===== config.mk =====
export PLATFORM = sky130hd
export DESIGN_NAME = fetch_unit
export DESIGN_NICKNAME = d
export VERILOG_FILES = /design/src/rtl/cpu_pkg.sv /design/src/rtl/branch_resolve.sv /design/src/rtl/fetch_unit.sv
export SDC_FILE = /design/constraint.sdc
export NUM_CORES = 1
export LEC_CHECK = 0
export BUFFER_PORTS_ARGS = -buffer_cell sky130_fd_sc_hd__buf_4
export CORE_MARGIN = 10
export CORE_UTILIZATION = 49
export DETAILED_ROUTE_END_ITERATION = 12
export PLACE_DENSITY = 0.78
export SLEW_MARGIN = 30
export SYNTH_ARGS = -nofsm -noshare
export SYNTH_HDL_FRONTEND = slang
export SYNTH_HIERARCHICAL = 1
export SYNTH_SLANG_ARGS = --single-unit

===== constraint.sdc =====
create_clock -name clk -period 4 [get_ports clk]
set_input_delay 0.8 -clock clk [delete_from_list [all_inputs] [get_ports clk]]
set_output_delay 0.8 -clock clk [all_outputs]
set_load 0.005 [all_outputs]

===== src/rtl/cpu_pkg.sv =====
// Shared CPU definitions: opcodes, branch-op encodings, the NOP word and the
// fetch FSM state type.
package cpu_pkg;

  localparam logic [5:0] OP_NOP  = 6'b100101;
  localparam logic [5:0] OP_CALL = 6'b100110;
  localparam logic [5:0] OP_BR   = 6'b000100;

  localparam logic [31:0] NOP_INSTR = {OP_NOP, 26'b0};

  typedef enum logic [2:0] {
    BR_ALWAYS = 3'b000,
    BR_MI     = 3'b001,
    BR_PL     = 3'b010,
    BR_Z      = 3'b011,
    BR_NONE   = 3'b100
  } br_op_e;

  typedef enum logic [1:0] {
    ST_FETCH,
    ST_LATCH,
    ST_READY
  } fetch_state_e;

  // Word-aligned byte offset from a 16-bit signed word displacement.
  function automatic logic [31:0] word_offset(input logic [15:0] imm);
    return {{14{imm[15]}}, imm, 2'b00};
  endfunction

endpackage


===== src/rtl/branch_resolve.sv =====
// Combinational next-PC selection: resolves brOp against rs_data and picks
// the sequential or branch-target address (32-bit wrap-around arithmetic).
module branch_resolve
  import cpu_pkg::*;
(
  input  logic [31:0] pc,
  input  logic [15:0] imm,
  input  logic [2:0]  brOp,
  input  logic [31:0] rs_data,
  output logic [31:0] next_pc,
  output logic        taken
);

  logic [31:0] seq;
  logic [31:0] tgt;

  always_comb begin
    seq   = pc + 32'd4;
    tgt   = seq + word_offset(imm);
    taken = 1'b0;
    case (br_op_e'(brOp))
      BR_ALWAYS: taken = 1'b1;
      BR_MI:     taken = rs_data[31];
      BR_PL:     taken = ~rs_data[31] && (rs_data != '0);
      BR_Z:      taken = (rs_data == '0);
      default:   taken = 1'b0;
    endcase
    next_pc = taken ? tgt : seq;
  end

endmodule


===== src/rtl/fetch_unit.sv =====
// Instruction fetch stage: PC, synchronous imem read, IR and field decode.
// Optional CALL link output is enabled with `define CALL_LINK_EN.
module fetch_unit
  import cpu_pkg::*;
#(
  parameter logic [31:0] RESET_PC = 32'h0000_0000,
  parameter int unsigned IMEM_AW  = 10
) (
  input  logic               clk,
  input  logic               rst,
  input  logic               updPC,
  input  logic [2:0]         brOp,
  input  logic [31:0]        rs_data,
  output logic               imem_en,
  output logic [IMEM_AW-1:0] imem_addr,
  input  logic [31:0]        imem_data,
  output logic [31:0]        pc,
  output logic               ins_valid,
  output logic [5:0]         opcode,
  output logic [4:0]         rs,
  output logic [4:0]         rt,
  output logic [4:0]         rd,
  output logic [4:0]         func,
  output logic [15:0]        imm
`ifdef CALL_LINK_EN
  ,
  output logic               link_we,
  output logic [31:0]        link_data
`endif
);

  fetch_state_e state_q;
  logic [31:0]  pc_q;
  logic [31:0]  ir_q;
  logic         valid_q;
  logic         imem_en_q;
  logic         prev_upd_q;

  logic         upd_edge;
  logic [31:0]  pc_seq;
  logic [31:0]  pc_d;
  logic [31:0]  br_next_pc;
  logic         br_taken;
  logic [2:0]   br_op_eff;

  assign upd_edge = updPC & ~prev_upd_q;
  assign pc_seq   = pc_q + 32'd4;

`ifdef CALL_LINK_EN
  logic        link_we_q;
  logic [31:0] link_data_q;
  logic        is_call;

  assign is_call   = (ir_q[31:26] == OP_CALL);
  assign br_op_eff = is_call ? BR_ALWAYS : brOp;
  assign link_we   = link_we_q;
  assign link_data = link_data_q;
`else
  assign br_op_eff = brOp;
`endif

  branch_resolve u_branch_resolve (
    .pc      (pc_q),
    .imm     (ir_q[15:0]),
    .brOp    (br_op_eff),
    .rs_data (rs_data),
    .next_pc (br_next_pc),
    .taken   (br_taken)
  );

  assign pc_d = br_taken ? br_next_pc : pc_seq;

  always_ff @(posedge clk) begin
    prev_upd_q <= updPC;
`ifdef CALL_LINK_EN
    link_we_q  <= 1'b0;
`endif
    if (rst) begin
      state_q    <= ST_FETCH;
      pc_q       <= RESET_PC;
      ir_q       <= NOP_INSTR;
      valid_q    <= 1'b0;
      imem_en_q  <= 1'b0;
      prev_upd_q <= 1'b0;
`ifdef CALL_LINK_EN
      link_data_q <= '0;
`endif
    end else begin
      case (state_q)
        // Reset leaves imem_en low, so the first FETCH after reset spends one
        // cycle raising it; fetches launched from READY enter with it already set.
        ST_FETCH: begin
          if (imem_en_q) begin
            imem_en_q <= 1'b0;
            state_q   <= ST_LATCH;
          end else begin
            imem_en_q <= 1'b1;
          end
        end
        ST_LATCH: begin
          ir_q    <= imem_data;
          valid_q <= 1'b1;
          state_q <= ST_READY;
        end
        ST_READY: begin
          if (upd_edge) begin
            pc_q      <= pc_d;
            valid_q   <= 1'b0;
            imem_en_q <= 1'b1;
            state_q   <= ST_FETCH;
`ifdef CALL_LINK_EN
            if (is_call) begin
              link_we_q   <= 1'b1;
              link_data_q <= pc_seq;
            end
`endif
          end
        end
        default: state_q <= ST_FETCH;
      endcase
    end
  end

  assign imem_en   = imem_en_q;
  assign imem_addr = pc_q[IMEM_AW+1:2];
  assign pc        = pc_q;
  assign ins_valid = valid_q;
  assign opcode    = ir_q[31:26];
  assign rs        = ir_q[25:21];
  assign rt        = ir_q[20:16];
  assign rd        = ir_q[15:11];
  assign func      = ir_q[4:0];
  assign imm       = ir_q[15:0];

endmodule


==> metrics <==
Final #Nets=1064; post-DR wirelength/cell=17.1 um; R2R Path Start=pc[5]; Routed WL=19.3 mm; Power Density=299 nW/um2; fraction of layout cells with a size suffix above 1=25.9%; clk sink count=69; Cell Rows=40; H-tree Lvls=3; number of vias per cell=5.85; post-synthesis adder-cell area fraction=8.14%; CP startpoint=pc[5]; Cell variety after synth=75; initial antenna violation count=0; CTS tree=built; Tot GR Track Use=21.0%; Placed Area=7330 um2; Mapped Cells=822; GP Congestion=0.959; first-pass GRT wire length=31.1 mm; ys flop type=dfxtp_1; unrepaired setup endpoints after global routing=true; CP startpoint kind=flop; nature of the critical path endpoint=flop; CP Capture Point=pc[31]; Routed Antenna Nets=0; max_cap viols=0; vias in the first global route=6235; FMAX=261 MHz; Worst Path Arrival=4.02 ns; finished layout cell area=7670 um2; number of synthesized register bits=69; worst r2r path cells=15; Worst R2R Setup Slack=0.17 ns; Compound-Gate Fraction of Synth Area=23.2%; final setup margin=0.175 ns; critical path's largest stage delay=0.33 ns; Worst VDD drop=326 uV; Final Skew=0.00546 ns; Synth async-reset ratio=0%; CP Cell Sequence=and4_1, and3_1, nand4_1, xnor2_1, ha_1, nand4_1, o22ai_1, a31oi_1, o21ai_1, a21oi_1, o21ba_2, mux2_2, xnor2_1, a222oi_1, a31oi_1; Final Max Tran Viols=0; worst-skew pair later-pin latency=0.34 ns; data required time of the worst path=4.20 ns; chip height=131 um; critical path class=reg2reg; total gr overflow=0; Starting Density=50.3%; hpwl dp=14.4 mm; hold buffers post-CTS=0; multiplexer share of the synthesized area=2.55%; Post-Synth Simple-Gate Area=27.3%; fin cells=1128; Post-CTS Setup Inserts=0; largest net degree at the start of global routing=64; Syn Nets=931; period utilization=95.6%; DRT Pass-1 Iters=5; CTS Buf Count=9; CTS max path bufs=2; DIE AREA=17300 um2; Slowest cell on crit path=dfxtp_1; Period minus WS final=3.83 ns; Post-Place Cells=1112; DP Worst Slack=0.267 ns; Buffers on Ports=155; final number of hold-violating endpoints=0; Setup Viol. Count Final=0; via count=6601; filler instances=1126; worst min path class=reg2reg; Synth Area in XOR/XNOR=8.05%; # IOs=156; final routed DRC violation total=0; Slew HR=53.1%; post-synthesis cell area=6090 um2; Leakage=0.00336 uW; status=finished, final reports clean; Die X=131 um; Slew @ Worst Pin=0.704 ns; Post-synth EDFFs=0; drt first-iter violations=557; worst-path fanout max=6; Area growth, synth to finish=25.9%; Syn Area/Cell=7.41 um2; Core Region=12100 um2; largest family of logic cells by synthesized area=simple AND/OR/NAND/NOR gates; Root Buffer=clkbuf_16; Reg clk slew, reported paths=0.06 ns; R2R Path End=pc[31]; ant diodes=0; post-synthesis sequential area ratio=22.7%; post-CTS sizing=0; Synth warnings=6
[where the power goes]
| part | internal [uW] | switching, uW |
|---|---|---|
| Combinational | 304 | 347 |
| Clock | 520 | 316 |
| Sequential | 755 | 54.2 |
| Total | 1580 | 717 |
[cells in the final DEF, fill, tap and decap left out, drive strengths merged, types with 4 or more instances in the layout]
master / n
and2: 6
dfxtp: 69
clkbuf: 12
a21oi: 98
a21o: 16
nor2: 57
nand2: 122
xor2: 12
and4: 10
a31oi: 17
o22ai: 4
nand3: 42
xnor2: 44
and3: 21
a211oi: 11
nand4: 24
or3: 4
a22oi: 6
a32o: 4
inv: 14
nor3: 9
o211ai: 4
mux2: 12
buf: 193
nand2b: 5
nor2b: 6
o31ai: 6
o21ai: 32
o41ai: 5
nor4: 16
ha: 38
[cell usage after synthesis, types with 3 or more instances]
cell / instances / area, um2
nand2_1: 122 / 458
a21oi_1: 97 / 485
dfxtp_1: 69 / 1380
nor2_1: 56 / 210
xnor2_1: 44 / 385
nand3_1: 41 / 205
ha_1: 38 / 475
o21ai_0: 31 / 155
clkbuf_1: 30 / 113
buf_4: 24 / 180
nand4_1: 24 / 150
and3_1: 18 / 113
a31oi_1: 17 / 106
a21o_1: 15 / 113
nor4_1: 15 / 93.8
inv_1: 13 / 48.8
mux2_2: 12 / 135
xor2_1: 12 / 105
a211oi_1: 11 / 82.6
and4_1: 9 / 78.8
nor3_1: 9 / 45.0
a22oi_1: 6 / 45.0
and2_1: 6 / 37.5
buf_2: 6 / 30.0
nor2b_1: 6 / 37.5
o31ai_1: 6 / 45.0
nand2b_1: 5 / 31.3
buf_6: 4 / 45.0
clkbuf_8: 4 / 55.1
o22ai_1: 4 / 25.0
a32o_1: 3 / 30.0
and3_2: 3 / 22.5
o211ai_1: 3 / 22.5
o21bai_1: 3 / 22.5
o41ai_1: 3 / 26.3
[metal layers]
layer  vias up  track usage [%]  share of wire (%)
met2       311             33.9                 46
met5         -                0                  0
met1      3013             26.9                 44
li1       3242                -                  -
met3        35             4.92                8.3
met4         0             6.92                1.9
[flip-flops by register name (all words and copies together) (netlist names)]
name / flops
imem_en: 1
state_q: 2
ins_valid: 1
ir_q: 32
prev_upd_q: 1
pc: 32
[worst max-delay path: cells and delay by family, from the launching register on]
family | cells | cell delay [ns]
flip-flops | 1 | 0.33
multiplexers | 1 | 0.33
adder cells (fa/ha/maj) | 1 | 0.32
AO/OA/AOI/OAI | 7 | 1.48
XOR/XNOR | 2 | 0.34
AND/OR/NAND/NOR | 4 | 0.90
[kinds of logic after synthesis]
family | after synthesis
xor gates and xnor gates | 56
buffers and inverters | 86
DFF | 69
AOI/OAI and AO/OA | 226
muxes | 14
adders and majority gates | 39
and+or+nand+nor | 332
[final cells by class]
class                           instances  area [um2]  area share [%]
Clock buffer                           12         256            3.34
Clock inverter                          4        55.1           0.718
Inverter                               15        56.3           0.734
Multi-Input combinational cell        667        4260            55.6
Sequential cell                        69        1380            18.0
Tap cell                              168         210            2.74
Timing Repair Buffer                  193        1450            18.9
[per-stage QoR]
stage,hold slack (ns),setup TNS (ns),util [%],total power (uW)
6_report,0.454,0,63.3,2300
3_3_place_gp,0.442,0,60.5,1460
2_1_floorplan,0.453,0,-,1220
4_1_cts,0.455,0,63.1,2300
5_1_grt,0.474,-0.0175,63.3,2420
3_5_place_dp,0.447,0,60.5,1470
[worst min-delay path by stage]
stage / startpoint / endpoint / depth (start not counted)
after CTS: ir_q[16] / ir_q[16] / 2
after floorplan: ir_q[16] / ir_q[16] / 2
after detailed placement: ir_q[16] / ir_q[16] / 2
after global placement: ir_q[30] / ir_q[30] / 2
final: ir_q[30] / ir_q[30] / 2
after global routing: ir_q[21] / ir_q[21] / 2
No activity file was read; power rests on OpenSTA's default activity.
